==> src/rtl/regwrite_arbiter_if.sv <==
// Register-file write-port bundle: two requesters in, one registered write out.
interface regwrite_arbiter_if;
  logic        stall;
  logic        req0_valid;
  logic [4:0]  req0_addr;
  logic [31:0] req0_data;
  logic        req0_ready;
  logic        req1_valid;
  logic [4:0]  req1_addr;
  logic [31:0] req1_data;
  logic        req1_ready;
  logic        sel;
  logic        wr_en;
  logic [4:0]  wr_addr;
  logic [31:0] wr_data;
  logic [3:0]  starve_cnt;

  // Arbiter side
  modport slave (
    input  stall,
    input  req0_valid, req0_addr, req0_data,
    output req0_ready,
    input  req1_valid, req1_addr, req1_data,
    output req1_ready,
    output sel, wr_en, wr_addr, wr_data, starve_cnt
  );

  // Requester / register-file side
  modport master (
    output stall,
    output req0_valid, req0_addr, req0_data,
    input  req0_ready,
    output req1_valid, req1_addr, req1_data,
    input  req1_ready,
    input  sel, wr_en, wr_addr, wr_data, starve_cnt
  );
endinterface

==> src/rtl/regwrite_arbiter.sv <==
// Two-port register-file write arbiter with starvation-driven priority swap.
//
// state | meaning
// PRI0  | port 0 (ALU writeback) wins when both ports are valid
// PRI1  | port 1 (multicycle/load) wins when both ports are valid
module regwrite_arbiter #(
  parameter int unsigned STARVE_MAX = 3
) (
  input  logic               clk,
  input  logic               rst,
  regwrite_arbiter_if.slave  bus
);

  localparam logic [0:0] PRI0  = 1'b0;
  localparam logic [0:0] PRI1  = 1'b1;
  localparam logic [3:0] C_MAX = 4'(STARVE_MAX);

  logic [0:0]  r_state;
  logic [0:0]  w_state_nxt;
  logic [3:0]  r_cnt;
  logic [3:0]  w_cnt_nxt;
  logic        w_g0;
  logic        w_g1;
  logic        w_hs;
  logic [4:0]  w_addr;
  logic [31:0] w_data;
  logic        r_sel;
  logic        r_wr_en;
  logic [4:0]  r_wr_addr;
  logic [31:0] r_wr_data;

  // Combinational grant: lone requester always wins, contention resolved by state
  always_comb begin
    w_g0 = 1'b0;
    w_g1 = 1'b0;
    if (!rst && !bus.stall) begin
      if (bus.req0_valid && bus.req1_valid) begin
        if (r_state == PRI1) w_g1 = 1'b1;
        else                 w_g0 = 1'b1;
      end else begin
        w_g0 = bus.req0_valid;
        w_g1 = bus.req1_valid;
      end
    end
  end

  assign w_hs   = w_g0 | w_g1;
  assign w_addr = w_g1 ? bus.req1_addr : bus.req0_addr;
  assign w_data = w_g1 ? bus.req1_data : bus.req0_data;

  // Starvation count and priority state; everything freezes during stall
  always_comb begin
    w_cnt_nxt   = r_cnt;
    w_state_nxt = r_state;
    if (!bus.stall) begin
      if (bus.req1_valid && !w_g1) begin
        w_cnt_nxt = (r_cnt >= C_MAX) ? C_MAX : r_cnt + 4'd1;
      end else begin
        w_cnt_nxt = 4'd0;
      end
      if (r_state == PRI0) begin
        if (w_cnt_nxt == C_MAX) w_state_nxt = PRI1;
      end else begin
        if (w_g1 || !bus.req1_valid) w_state_nxt = PRI0;
      end
    end
  end

  // Priority state and starvation counter registers
  always_ff @(posedge clk or posedge rst) begin
    if (rst) begin
      r_state <= PRI0;
      r_cnt   <= 4'd0;
    end else begin
      r_state <= w_state_nxt;
      r_cnt   <= w_cnt_nxt;
    end
  end

  // Registered write port; r0 writes are accepted but never enabled
  always_ff @(posedge clk or posedge rst) begin
    if (rst) begin
      r_sel     <= 1'b0;
      r_wr_en   <= 1'b0;
      r_wr_addr <= 5'd0;
      r_wr_data <= 32'd0;
    end else if (w_hs) begin
      r_sel     <= w_g1;
      r_wr_en   <= (w_addr != 5'd0);
      r_wr_addr <= w_addr;
      r_wr_data <= w_data;
    end else begin
      r_wr_en   <= 1'b0;
    end
  end

  assign bus.req0_ready = w_g0;
  assign bus.req1_ready = w_g1;
  assign bus.sel        = r_sel;
  assign bus.wr_en      = r_wr_en;
  assign bus.wr_addr    = r_wr_addr;
  assign bus.wr_data    = r_wr_data;
  assign bus.starve_cnt = r_cnt;

endmodule
==> src/flat_wrapper.sv <==
// flat-port wrapper written by rule: the top's interface ports become plain ports
module regwrite_arbiter_flat 
#(
  parameter int unsigned STARVE_MAX = 3
)
  (clk, rst, bus_stall, bus_req0_valid, bus_req0_addr, bus_req0_data, bus_req0_ready, bus_req1_valid, bus_req1_addr, bus_req1_data, bus_req1_ready, bus_sel, bus_wr_en, bus_wr_addr, bus_wr_data, bus_starve_cnt);
  regwrite_arbiter_if bus_i ();
  input  logic clk;
  input  logic rst;
  input wire logic [$bits(bus_i.stall)-1:0] bus_stall;
  input wire logic [$bits(bus_i.req0_valid)-1:0] bus_req0_valid;
  input wire logic [$bits(bus_i.req0_addr)-1:0] bus_req0_addr;
  input wire logic [$bits(bus_i.req0_data)-1:0] bus_req0_data;
  output wire logic [$bits(bus_i.req0_ready)-1:0] bus_req0_ready;
  input wire logic [$bits(bus_i.req1_valid)-1:0] bus_req1_valid;
  input wire logic [$bits(bus_i.req1_addr)-1:0] bus_req1_addr;
  input wire logic [$bits(bus_i.req1_data)-1:0] bus_req1_data;
  output wire logic [$bits(bus_i.req1_ready)-1:0] bus_req1_ready;
  output wire logic [$bits(bus_i.sel)-1:0] bus_sel;
  output wire logic [$bits(bus_i.wr_en)-1:0] bus_wr_en;
  output wire logic [$bits(bus_i.wr_addr)-1:0] bus_wr_addr;
  output wire logic [$bits(bus_i.wr_data)-1:0] bus_wr_data;
  output wire logic [$bits(bus_i.starve_cnt)-1:0] bus_starve_cnt;
  assign bus_i.stall = bus_stall;
  assign bus_i.req0_valid = bus_req0_valid;
  assign bus_i.req0_addr = bus_req0_addr;
  assign bus_i.req0_data = bus_req0_data;
  assign bus_req0_ready = bus_i.req0_ready;
  assign bus_i.req1_valid = bus_req1_valid;
  assign bus_i.req1_addr = bus_req1_addr;
  assign bus_i.req1_data = bus_req1_data;
  assign bus_req1_ready = bus_i.req1_ready;
  assign bus_sel = bus_i.sel;
  assign bus_wr_en = bus_i.wr_en;
  assign bus_wr_addr = bus_i.wr_addr;
  assign bus_wr_data = bus_i.wr_data;
  assign bus_starve_cnt = bus_i.starve_cnt;
  regwrite_arbiter #(.STARVE_MAX(STARVE_MAX)) u_core (.clk(clk), .rst(rst), .bus(bus_i));
endmodule
==> config.mk <==
export PLATFORM = sky130hd
export DESIGN_NAME = regwrite_arbiter_flat
export DESIGN_NICKNAME = d
export VERILOG_FILES = /design/src/rtl/regwrite_arbiter_if.sv /design/src/rtl/regwrite_arbiter.sv /design/src/flat_wrapper.sv
export SDC_FILE = /design/constraint.sdc
export NUM_CORES = 1
export LEC_CHECK = 0
export BUFFER_PORTS_ARGS = -buffer_cell sky130_fd_sc_hd__buf_4
export CORE_MARGIN = 2
export CORE_UTILIZATION = 45
export CTS_BUF_LIST = sky130_fd_sc_hd__clkbuf_8
export DETAILED_ROUTE_END_ITERATION = 6
export HOLD_SLACK_MARGIN = 0.03
export PLACE_DENSITY = 0.82
export SLEW_MARGIN = 20
export SYNTH_ARGS = -nofsm -noshare
export SYNTH_HDL_FRONTEND = slang
export SYNTH_SLANG_ARGS = --single-unit
==> constraint.sdc <==
create_clock -name clk -period 1.73 [get_ports clk]
set_input_delay 0.173 -clock clk [delete_from_list [all_inputs] [get_ports clk]]
set_output_delay 0.173 -clock clk [all_outputs]
set_load 0.005 [all_outputs]
==> results_tabular.tex, run 1 <==
\begin{tabular}{lr}
\hline
Metric & Value \\
\hline
\multicolumn{2}{l}{\textbf{Global route}} \\
\quad Number of global-route vias before repair & approximately 2100 \\
\quad Wire length of the first global-routing pass & $\sim$8700 um \\
\quad Global route overflow & 0 \\
\quad Initial antenna violation count & 0 \\
\quad Total track usage & 21.05\% \\
\quad Pin count of the biggest net entering global routing & 45 \\
\multicolumn{2}{l}{\textbf{Placed design}} \\
\quad Number of buffers inserted by port buffering & about 120 \\
\quad Routability congestion estimate from global placement & approximately 0.85 \\
\quad HPWL after detailed placement & 3906 um \\
\quad Post-Place Cells & a little over 400 \\
\multicolumn{2}{l}{\textbf{Routing}} \\
\quad Routed wire per std cell & between 10 and 15 um \\
\quad Post-detailed-routing wire length & approximately 5600 um \\
\quad First drt pass iteration count & 4 \\
\quad DRT antenna net count & 0 \\
\quad Iteration-0 DRC count of the detailed router & 121 \\
\quad Routed via count divided by cell count & 5.243 \\
\quad Vias after detailed routing & roughly 2200 \\
\quad DRC violations left & 0 \\
\multicolumn{2}{l}{\textbf{Clock tree}} \\
\quad Clock Tree Buf Depth & 2 \\
\quad Num Clock Sinks & 44 \\
\quad Clock insertion delay at the later pin of the skew report & between 0.2 and 0.3 ns \\
\quad Hold-fix buffer count after cts & 0 \\
\quad Clock transition time at the flip-flop clock pins of the worst setup and hold paths & roughly 0.08 ns \\
\quad CTS tree & yes \\
\quad Number of buffers added by the clock tree synthesis step & 5 \\
\quad Clock tree root buffer cell & clkbuf\_8 \\
\quad H-tree depth & 2 \\
\multicolumn{2}{l}{\textbf{Finish}} \\
\quad Share of post-route cells with drive strength above 1 & roughly 44\% \\
\quad Non-filler cells, final & roughly 400 \\
\quad Area grow syn2layout & 49.03\% \\
\quad Ant diodes & 0 \\
\quad Most frequent cells in the layout & buf\_4, a21oi\_1, dfrtp\_1, nand2\_1, nor2\_1 \\
\quad Final layout net count & 437 \\
\quad Fillcell total & a little over 400 \\
\quad Commonest non-fill, non-tap cell in the layout & buf\_4 \\
\multicolumn{2}{l}{\textbf{Timing}} \\
\quad Final max-slew violation count & 0 \\
\quad Final-layout worst hold slack & about 0.06 ns \\
\quad Final worst path period share & approximately nine tenths \\
\quad Number of failing setup endpoints in the final timing report & 0 \\
\quad Peak clock frequency supported by timing & 0.6362 GHz \\
\quad Slew at the pin with the worst max-slew slack & roughly 0.55 ns \\
\quad Unrepaired setup endpoints after global routing & false \\
\quad Max transition margin & between 60\% and 70\% \\
\quad Final clock skew & between 0.006 and 0.007 ns \\
\quad TNS Setup & 0 ns \\
\quad Final critical-path required period & between 1.5 and 2 ns \\
\quad Final-report hold violation count & 0 \\
\multicolumn{2}{l}{\textbf{Logic synthesis}} \\
\quad Number of synthesized flops with an enable pin & 0 \\
\quad Share of async-settable or async-resettable flops after synthesis & 100.0\% \\
\quad Netlist area before placement & approximately 0.0021 mm2 \\
\quad Number of synthesized register bits & 44 \\
\quad Synthesized area per cell & between 8 and 9 um2 \\
\quad Register area share after synthesis & between 50\% and 60\% \\
\quad Count of different cell masters after synthesis & 27 \\
\quad Most used flip-flop cell after synthesis & dfrtp\_1 \\
\quad Yosys synthesis warning count & 0 \\
\quad Synthesized instance count & around 240 \\
\quad Synthesized net count & between 300 and 400 \\
\multicolumn{2}{l}{\textbf{Worst setup path}} \\
\quad Stage delay of the slowest cell on the critical path & approximately 0.36 ns \\
\quad Worst R2R Setup Slack & 0.24 ns \\
\quad Capturing element type of the critical path & output port \\
\quad Path depth of the worst reg2reg path & 4 \\
\quad CP Cell Sequence & nand2b\_1, nand3\_4, inv\_6, buf\_4 \\
\quad Terminus of the critical flop-to-flop path & u\_core.r\_state\$\_DFFE\_PP0N\_ \\
\quad Startpoint type of the worst setup path & flip-flop \\
\quad Maximum fanout along the worst path & 39 \\
\quad Endpoint arrival time on the critical path & approximately 1.4 ns \\
\quad Setup Crit Path Kind & reg -> out \\
\quad Critical register-to-register path startpoint & u\_core.bus.starve\_cnt[0]\$\_DFFE\_PP0N\_ \\
\quad Required @ worst endpoint & between 1.5 and 2 ns \\
\quad Standard cell with the maximum stage delay on the critical path & dfrtp\_1 \\
\multicolumn{2}{l}{\textbf{Pwr}} \\
\quad Power density normalized to cell area & $\sim$840 mW/mm2 \\
\quad Switching portion of total power & $\sim$28\% \\
\quad Final total power & 2.679 mW \\
\quad Worst vdd ir & between 0.4 and 0.5 mV \\
\quad Combinational share of power & $\sim$28\% \\
\quad Cell-internal power & $\sim$1.9 mW \\
\quad Switching power total & about 740 uW \\
\quad Fraction of power consumed by the clock network & about a quarter \\
\quad Leakage dissipation & 1.614 nW \\
\quad Flop pwr share & between 40\% and 50\% \\
\multicolumn{2}{l}{\textbf{Floorplanning}} \\
\quad \# IOs & 124 \\
\quad Cell Rows & 25 \\
\quad Die outline width & 72.81 um \\
\quad Full die area & roughly 0.0053 mm2 \\
\quad Starting utilization of the core area & 46.03\% \\
\quad CORE AREA & around 0.0046 mm2 \\
\quad Die outline height & about 73 um \\
\multicolumn{2}{l}{\textbf{Worst hold path}} \\
\quad HP Class & in -> async \\
\multicolumn{2}{l}{\textbf{Outcome}} \\
\quad Result of the run & completed \\
\multicolumn{2}{l}{\textbf{Run}} \\
\quad Max-cap viol count & 0 \\
\hline
\end{tabular}
repair_timing:
| action | CTS | global route |
|---|---|---|
| pin swaps | 0 | 0 |
| setup buffers | 0 | 0 |
| resized for setup | 1 | 1 |
| endpoints found under the setup margin | 1 | 1 |
cell usage after synthesis (2+ instances only):
library cell	instances	area (um2)
nor2_1	37	138.9
a32o_1	3	30.03
and2_1	2	12.51
a21oi_1	54	270.3
buf_6	2	22.52
nand2_1	43	161.4
a21oi_2	20	175.2
nor3_1	4	20.02
buf_2	6	30.03
inv_1	2	7.510
buf_4	2	15.01
or4_1	2	15.01
dfrtp_1	44	1101
clkbuf_1	4	15.01
kinds of logic after synthesis:
| group | Yosys count | share of synthesized area (%) |
|---|---|---|
| flip-flops | 44 | 51.67 |
| adder cells (fa/ha/maj) | 1 | 0.5871 |
| AND/OR/NAND/NOR | 93 | 18.56 |
| buffers and inverters | 19 | 5.519 |
| AO/OA/AOI/OAI | 81 | 23.66 |
registers in the layout (all words and copies together) (netlist names):
name / flops
u_core.bus.wr_en: 1
u_core.bus.wr_addr: 5
u_core.r_state: 1
u_core.bus.wr_data: 32
u_core.bus.starve_cnt: 4
u_core.bus.sel: 1
layout make-up:
class | instances | area [um2] | share of cell area, %
flip-flops and latches | 44 | 1101 | 34.67
repair buffers | 128 | 980.9 | 30.89
multi-input cells | 175 | 919.6 | 28.96
clock buffers | 6 | 82.58 | 2.600
well taps | 54 | 67.56 | 2.128
inverters | 3 | 16.27 | 0.5122
clock inverters | 2 | 7.507 | 0.2364
stage by stage:
stage	setup slack (ns)	util, %	instance area (um2)
floorplan	0.1316	-	2131
global placement	0.1433	65.95	3053
detailed placement	0.09925	65.95	3053
CTS	0.05453	67.95	3146
global route	0.04526	68.59	3176
finish	0.1581	68.59	3176
critical path: cells and delay by family, from the launching register on:
kind | cells | cell delay [ns]
buffers and inverters | 2 | 0.46
DFF | 1 | 0.36
and+or+nand+nor | 2 | 0.29
worst max-delay path by stage:
stage | startpoint | to | slack (ns) | depth (start not counted)
5_1_grt | u_core.r_state$_DFFE_PP0N_ | bus_req1_ready | 0.05 | 4
4_1_cts | u_core.r_state$_DFFE_PP0N_ | bus_req1_ready | 0.05 | 4
3_5_place_dp | u_core.r_state$_DFFE_PP0N_ | u_core.bus.wr_data[26]$_DFFE_PP0P_ | 0.1 | 5
3_3_place_gp | u_core.r_state$_DFFE_PP0N_ | u_core.bus.wr_data[27]$_DFFE_PP0P_ | 0.14 | 5
6_report | u_core.r_state$_DFFE_PP0N_ | bus_req1_ready | 0.16 | 4
2_1_floorplan | rst | u_core.r_state$_DFFE_PP0N_ | 0.13 | 3
layer usage:
metal,GRT usage (%),share of wire (%),vias up
met4,8.436,0.99,0
met3,5.249,8.2,5
met1,24.80,42,1028
met5,0,0,-
met2,36.67,49,93
li1,-,-,1034
power by group through the flow:
stage | logic (mW) | registers [mW] | clock network, mW
floorplan | 0.300 | 1.31 | 0
global placement | 0.745 | 1.30 | 0
detailed placement | 0.759 | 1.30 | 0
CTS | 0.761 | 1.28 | 0.663
global route | 0.839 | 1.30 | 0.700
finish | 0.756 | 1.28 | 0.639
Note: power is estimated with default switching activity, not from simulation.
==> inputs of run 2 (changes only) <==
- ABC_AREA: default -> 1
- PLACE_DENSITY: 0.82 -> 0.83
- SKIP_CTS_REPAIR_TIMING: default -> 1
- SLEW_MARGIN: 20 -> 25
==> run 2 against run 1 <==
Effect of this change: critical path depth rose by 2; clock skew fell by 0.0027 ns; register-to-register slack got worse by 0.06 ns; fmax fell by 2.0%; sequential share of layout area fell by 0.28 points; synthesized area fell by 2.4%; final cell count fell by 1.5%; worst setup slack got worse by 0.032 ns; global-route usage rose by 2.0 points; core utilization rose by 3.9 points; via count fell by 2.7%; clock power rose by 33%; critical endpoint unchanged; highest routed layer unchanged.
==> results_tabular.tex, run 2 <==
\begin{tabular}{lr}
\hline
Metric & Value \\
\hline
\multicolumn{2}{l}{\textbf{Outcome}} \\
\quad Result of the run & completed \\
\multicolumn{2}{l}{\textbf{Finish}} \\
\quad Non-filler cells, final & $\sim$400 \\
\quad Combined area of the multi-input logic cells & 825.8 um2 \\
\quad Ant diodes & 0 \\
\quad Commonest non-fill, non-tap cell in the layout & buf\_4 \\
\quad Most frequent cells in the layout & buf\_4, nand2\_1, dfrtp\_1, a21oi\_1, a2bb2oi\_1 \\
\quad Fillcell total & 349 \\
\quad Area occupied by registers & about 0.0011 mm2 \\
\quad Share of post-route cells with drive strength above 1 & $\sim$42\% \\
\quad Area grow syn2layout & 53.97\% \\
\quad Number of flip-flops under the largest register name & 32 \\
\quad Final layout net count & $\sim$430 \\
\multicolumn{2}{l}{\textbf{Pwr}} \\
\quad Switching portion of total power & 24.98\% \\
\quad Switching power total & 718.0 uW \\
\quad Combinational share of power & around a quarter \\
\quad Leakage dissipation & approximately 1.7 nW \\
\quad Power density normalized to cell area & between 800 and 900 mW/mm2 \\
\quad Worst vdd ir & about 0.52 mV \\
\quad Cell-internal power & around 2.2 mW \\
\quad Fraction of power consumed by the clock network & between 20\% and 30\% \\
\quad Flop pwr share & between 40 and 50\% \\
\multicolumn{2}{l}{\textbf{Timing}} \\
\quad Final critical-path required period & $\sim$1.6 ns \\
\quad Number of failing setup endpoints in the final timing report & 0 \\
\quad Peak clock frequency supported by timing & 0.6233 GHz \\
\quad Max transition margin & between 50\% and 60\% \\
\quad Final Worst Setup Slack & 0.1257 ns \\
\quad TNS Setup & 0 ns \\
\quad Final-report hold violation count & 0 \\
\quad Final clock skew & 0.003578 ns \\
\quad Final-layout worst hold slack & $\sim$0.13 ns \\
\quad Final worst path period share & 92.73\% \\
\quad Slew at the pin with the worst max-slew slack & roughly 0.72 ns \\
\quad Final max-slew violation count & 0 \\
\quad Unrepaired setup endpoints after global routing & false \\
\multicolumn{2}{l}{\textbf{Worst setup path}} \\
\quad Critical register-to-register path startpoint & u\_core.r\_state\$\_DFFE\_PP0N\_ \\
\quad Path depth of the worst reg2reg path & 8 \\
\quad Endpoint arrival time on the critical path & around 1.4 ns \\
\quad Setup Crit Path Kind & reg -> out \\
\quad Terminus of the critical flop-to-flop path & u\_core.bus.wr\_en\$\_DFF\_PP0\_ \\
\quad Required @ worst endpoint & approximately 1.6 ns \\
\quad Timing startpoint of the critical path & u\_core.r\_state\$\_DFFE\_PP0N\_ \\
\quad Capturing element type of the critical path & output port \\
\quad Startpoint type of the worst setup path & flip-flop \\
\quad Maximum fanout along the worst path & 15 \\
\quad Worst R2R Setup Slack & 0.18 ns \\
\quad Capturing instance or port of the critical path & bus\_req1\_ready \\
\multicolumn{2}{l}{\textbf{Logic synthesis}} \\
\quad Yosys synthesis warning count & 0 \\
\quad Yosys top cell area share & 52.95\% \\
\quad Synthesized instance count & about 230 \\
\quad Most used flip-flop cell after synthesis & dfrtp\_1 \\
\quad Synthesized net count & 307 \\
\quad Netlist area before placement & between 0.002 and 0.0025 mm2 \\
\quad Most repeated cell in the gate-level netlist after synthesis & nand2\_1 \\
\quad Register area share after synthesis & 52.95\% \\
\quad Top cells by area, synth & dfrtp\_1, a2bb2oi\_1, nand2\_1 \\
\quad Post-synthesis cell type with the largest combined area & dfrtp\_1 \\
\quad Number of synthesized flops with an enable pin & 0 \\
\quad Count of different cell masters after synthesis & 19 \\
\quad Most common library cells after synthesis & nand2\_1, dfrtp\_1, a21oi\_1, a2bb2oi\_1, inv\_1 \\
\quad Number of synthesized register bits & 44 \\
\quad Synthesized area per cell & 9.161 um2 \\
\quad Share of async-settable or async-resettable flops after synthesis & 100.0\% \\
\multicolumn{2}{l}{\textbf{Run}} \\
\quad Max-cap viol count & 0 \\
\multicolumn{2}{l}{\textbf{Clock tree}} \\
\quad H-tree depth & 2 \\
\quad Clock Tree Buf Depth & 2 \\
\quad CTS tree & yes \\
\quad Clock tree root buffer cell & clkbuf\_8 \\
\quad Num Clock Sinks & 44 \\
\quad Number of buffers added by the clock tree synthesis step & 5 \\
\quad Clock transition time at the flip-flop clock pins of the worst setup and hold paths & roughly 0.08 ns \\
\quad Clock insertion delay at the later pin of the skew report & between 0.2 and 0.3 ns \\
\multicolumn{2}{l}{\textbf{Routing}} \\
\quad First drt pass iteration count & 4 \\
\quad Routed wire per std cell & 14.42 um \\
\quad DRC violations left & 0 \\
\quad Vias after detailed routing & approximately 2100 \\
\quad Iteration-0 DRC count of the detailed router & around 110 \\
\quad DRT antenna net count & 0 \\
\quad Post-detailed-routing wire length & 5854 um \\
\quad Routed via count divided by cell count & 5.177 \\
\multicolumn{2}{l}{\textbf{Global route}} \\
\quad Number of global-route vias before repair & roughly 2100 \\
\quad Pin count of the biggest net entering global routing & 45 \\
\quad Total track usage & a little under a quarter \\
\quad Initial antenna violation count & 0 \\
\quad Wire length of the first global-routing pass & 9453 um \\
\quad Global route overflow & 0 \\
\multicolumn{2}{l}{\textbf{Worst hold path}} \\
\quad HP Class & in -> reg \\
\multicolumn{2}{l}{\textbf{Floorplanning}} \\
\quad Cell Rows & 24 \\
\quad \# IOs & approximately 120 \\
\quad Full die area & $\sim$0.0052 mm2 \\
\quad CORE AREA & between 0.004 and 0.005 mm2 \\
\quad Die outline width & between 70 and 80 um \\
\quad Die outline height & roughly 70 um \\
\quad Starting utilization of the core area & a little under half \\
\multicolumn{2}{l}{\textbf{Placed design}} \\
\quad Post-Place Worst Slack & 0.1605 ns \\
\quad Routability congestion estimate from global placement & around 0.88 \\
\quad HPWL after detailed placement & around 4400 um \\
\quad Number of buffers inserted by port buffering & approximately 120 \\
\quad Post-Place Cells & about 400 \\
\hline
\end{tabular}
## run 2: metrics by stage
| step | cell area [um2] | total power, mW | util, % |
|---|---|---|---|
| floorplan | 2079 | 1.589 | - |
| global placement | 3035 | 2.024 | 68.76 |
| detailed placement | 3035 | 2.044 | 68.76 |
| CTS | 3162 | 2.901 | 71.63 |
| global route | 3202 | 3.033 | 72.53 |
| finish | 3202 | 2.874 | 72.53 |
## run 2: cells by family (layout without fill, tap and decap cells)
logic type                 count (synthesis)  after routing  synth area share, %
AOI/OAI and AO/OA                         76             76                24.85
adders and majority gates                  1              1               0.6016
buffers and inverters                     35            162                7.701
DFF                                       44             44                52.95
and+or+nand+nor                           71             71                13.90
## run 2: worst min path at each step
stage                                            to  depth (start not counted)               from  slack [ns]
5_1_grt          u_core.bus.wr_data[31]$_DFFE_PP0P_                          3  bus_req0_data[31]        0.12
6_report         u_core.bus.wr_data[29]$_DFFE_PP0P_                          3  bus_req0_data[29]        0.13
4_1_cts                  u_core.r_state$_DFFE_PP0N_                          2                rst       -0.05
3_5_place_dp             u_core.r_state$_DFFE_PP0N_                          2                rst        0.27
2_1_floorplan  u_core.bus.starve_cnt[2]$_DFFE_PP0N_                          2          bus_stall        0.27
3_3_place_gp             u_core.r_state$_DFFE_PP0N_                          2                rst        0.27
## run 2: final cells by class
type | count | share of cell area, %
clock inverters | 1 | 0.9379
multi-input cells | 148 | 25.79
flip-flops and latches | 44 | 34.39
repair buffers | 134 | 31.50
clock buffers | 7 | 3.009
well taps | 52 | 2.032
inverters | 20 | 2.345
## run 2: power groups by stage
stage	logic (mW)	clock network (mW)	registers (mW)
after floorplan	0.289	0	1.30
after global placement	0.726	0	1.30
after detailed placement	0.743	0	1.30
after CTS	0.743	0.874	1.28
after global routing	0.810	0.922	1.30
final	0.740	0.850	1.28
## run 2: per-layer routing
metal	part of all wire [%]	track usage [%]
met5	0	0
met4	0.19	4.612
met3	8.2	7.222
met2	50	39.61
met1	42	28.75
## run 2: worst max-delay path, cell delays in order, from the launching register on
cell and delay, ns:
dfrtp_1 0.40, inv_1 0.07, nand2_1 0.12, nand3_4 0.15, inv_1 0.06, buf_4 0.18
buf_4 0.15
==> inputs of run 3 (changes only) <==
- CORE_UTILIZATION: 45 -> 40
- PLACE_DENSITY: 0.83 -> 0.78
- clock period: 1.73 -> 1.45 ns (I/O delays scaled with it)
==> run 3 against run 2 <==
Effect of this change: via count is 0.33% lower; first-iteration DRC count is 24% lower; routed wire length increased by 3.6%; critical path depth unchanged; core utilization decreased by 7.5 points; register-to-register slack lost 0.13 ns; worst hold slack worse by 0.030 ns; sequential share of layout area down 1.0 points; non-clock buffer count unchanged; clock power increased by 27%; cell area rose by 3.1%; largest cell class unchanged; largest power group unchanged; highest routed layer unchanged.
==> results_tabular.tex, run 3 (synthesis gave the netlist of run 2 again) <==
\begin{tabular}{lr}
\hline
Metric & Value \\
\hline
\multicolumn{2}{l}{\textbf{Outcome}} \\
\quad Result of the run & completed \\
\multicolumn{2}{l}{\textbf{Routing}} \\
\quad DRC violations left & 0 \\
\quad First drt pass iteration count & 4 \\
\quad Vias after detailed routing & 2095 \\
\quad DRT antenna net count & 0 \\
\quad Post-detailed-routing wire length & between 6000 and 7000 um \\
\quad Routed via count divided by cell count & a little under 5 \\
\quad Routed wire per std cell & around 14 um \\
\quad Iteration-0 DRC count of the detailed router & 83 \\
\multicolumn{2}{l}{\textbf{Worst hold path}} \\
\quad Hold Path Stages & 3 \\
\quad HP Class & in -> reg \\
\multicolumn{2}{l}{\textbf{Clock tree}} \\
\quad Num Clock Sinks & 44 \\
\quad Clock transition time at the flip-flop clock pins of the worst setup and hold paths & around 0.08 ns \\
\quad CTS tree & yes \\
\quad Number of buffers added by the clock tree synthesis step & 5 \\
\quad H-tree depth & 2 \\
\quad Clock tree root buffer cell & clkbuf\_8 \\
\quad Clock insertion delay at the later pin of the skew report & between 0.2 and 0.3 ns \\
\quad Clock Tree Buf Depth & 2 \\
\multicolumn{2}{l}{\textbf{Worst setup path}} \\
\quad Timing startpoint of the critical path & u\_core.r\_state\$\_DFFE\_PP0N\_ \\
\quad Terminus of the critical flop-to-flop path & u\_core.bus.wr\_en\$\_DFF\_PP0\_ \\
\quad Maximum fanout along the worst path & 16 \\
\quad Endpoint arrival time on the critical path & 1.25 ns \\
\quad Capturing instance or port of the critical path & bus\_req1\_ready \\
\quad Path depth of the worst reg2reg path & 8 \\
\quad Startpoint type of the worst setup path & flip-flop \\
\quad Required @ worst endpoint & 1.31 ns \\
\quad Setup Crit Path Kind & reg -> out \\
\quad Capturing element type of the critical path & output port \\
\quad Critical register-to-register path startpoint & u\_core.r\_state\$\_DFFE\_PP0N\_ \\
\quad Worst R2R Setup Slack & a little over 0.05 ns \\
\multicolumn{2}{l}{\textbf{Timing}} \\
\quad Max transition margin & roughly 52\% \\
\quad Unrepaired setup endpoints after global routing & false \\
\quad Final clock skew & $\sim$0.0046 ns \\
\quad Final critical-path required period & $\sim$1.4 ns \\
\quad Final Worst Setup Slack & just over 0.05 ns \\
\quad Final-report hold violation count & 0 \\
\quad Final worst path period share & 96.42\% \\
\quad Number of failing setup endpoints in the final timing report & 0 \\
\quad Final max-slew violation count & 0 \\
\quad Final-layout worst hold slack & approximately 0.1 ns \\
\quad Slew at the pin with the worst max-slew slack & about 0.71 ns \\
\quad Peak clock frequency supported by timing & 0.7153 GHz \\
\multicolumn{2}{l}{\textbf{Floorplanning}} \\
\quad Full die area & between 0.005 and 0.006 mm2 \\
\quad CORE AREA & 0.005075 mm2 \\
\quad Die outline width & about 76 um \\
\quad Starting utilization of the core area & around 41\% \\
\quad Die outline height & about 76 um \\
\quad Cell Rows & 26 \\
\quad \# IOs & roughly 120 \\
\multicolumn{2}{l}{\textbf{Placed design}} \\
\quad Number of buffers inserted by port buffering & about 120 \\
\quad HPWL after detailed placement & roughly 4400 um \\
\quad Post-Place Worst Slack & -0.06999 ns \\
\quad Post-placement cell area & 0.003095 mm2 \\
\quad Routability congestion estimate from global placement & 0.8548 \\
\multicolumn{2}{l}{\textbf{Pwr}} \\
\quad Worst vdd ir & 0.5152 mV \\
\quad Leakage dissipation & 1.768 nW \\
\quad Power density normalized to cell area & around 1100 mW/mm2 \\
\multicolumn{2}{l}{\textbf{Finish}} \\
\quad Area grow syn2layout & 58.78\% \\
\quad Final cell utilization of the core & about 65\% \\
\quad Final std cell area, no fill & $\sim$0.0033 mm2 \\
\quad Share of post-route cells with drive strength above 1 & between 40 and 50\% \\
\quad Most frequent cells in the layout & buf\_4, nand2\_1, dfrtp\_1, a21oi\_1, a2bb2oi\_1 \\
\quad Number of flip-flops under the largest register name & 32 \\
\quad Final layout net count & 433 \\
\quad Commonest non-fill, non-tap cell in the layout & buf\_4 \\
\quad Ant diodes & 0 \\
\multicolumn{2}{l}{\textbf{Run}} \\
\quad Max-cap viol count & 0 \\
\multicolumn{2}{l}{\textbf{Global route}} \\
\quad Wire length of the first global-routing pass & 9632 um \\
\quad Global route overflow & 0 \\
\quad Pin count of the biggest net entering global routing & between 40 and 50 \\
\quad Number of global-route vias before repair & $\sim$2000 \\
\quad Initial antenna violation count & 0 \\
\quad Total track usage & 20.34\% \\
\hline
\end{tabular}
[run 3: where the power goes]
part	total, mW	leakage (nW)	internal [mW]	switching, mW
clock	1.08	0.0642	0.678	0.406
combinational	0.912	1.20	0.570	0.343
sequential	1.53	0.509	1.41	0.119
total	3.53	1.77	2.66	0.867
[run 3: worst min-delay path by stage]
| stage | start | endpoint | slack (ns) |
|---|---|---|---|
| 5_1_grt | bus_req0_data[9] | u_core.bus.wr_data[9]$_DFFE_PP0P_ | 0.1 |
| 3_5_place_dp | rst | u_core.bus.starve_cnt[0]$_DFFE_PP0N_ | 0.20 |
| 2_1_floorplan | bus_stall | u_core.bus.starve_cnt[2]$_DFFE_PP0N_ | 0.24 |
| 3_3_place_gp | rst | u_core.bus.starve_cnt[0]$_DFFE_PP0N_ | 0.20 |
| 4_1_cts | rst | u_core.bus.wr_data[30]$_DFFE_PP0P_ | -0.11 |
| 6_report | bus_req0_data[31] | u_core.bus.wr_data[31]$_DFFE_PP0P_ | 0.1 |
[run 3: final cells by class]
class                   count  area [um2]
clock buffers               5       68.82
flip-flops and latches     44        1101
repair buffers            134        1062
well taps                  70       87.58
inverters                  20       77.57
fillers                   442        1773
multi-input cells         148       844.6
clock inverters             2       60.06
[run 3: through the flow]
stage                     setup TNS [ns]  power, mW  std cells
final                                  0      3.528        423
after global placement                 0      2.422        412
after floorplan                        0      1.896        227
after global routing                   0      3.703        423
after CTS                         -1.902      3.533        419
after detailed placement         -0.1494      2.449        412
[run 3: critical path, stage by stage, from the launching register on]
cell and delay [ns]:
dfrtp_1 0.40, inv_2 0.09, nand2_4 0.07, nand3_4 0.10
inv_4 0.05, buf_12 0.14, buf_6 0.11
[run 3: layer usage]
layer  track usage, %  vias to the layer above  part of all wire (%)
met5                0                        -                     0
met3            4.384                        4                   7.3
met1            25.71                      980                    41
li1                 -                     1022                     -
met4            4.909                        0                  0.41
met2            35.71                       89                    51
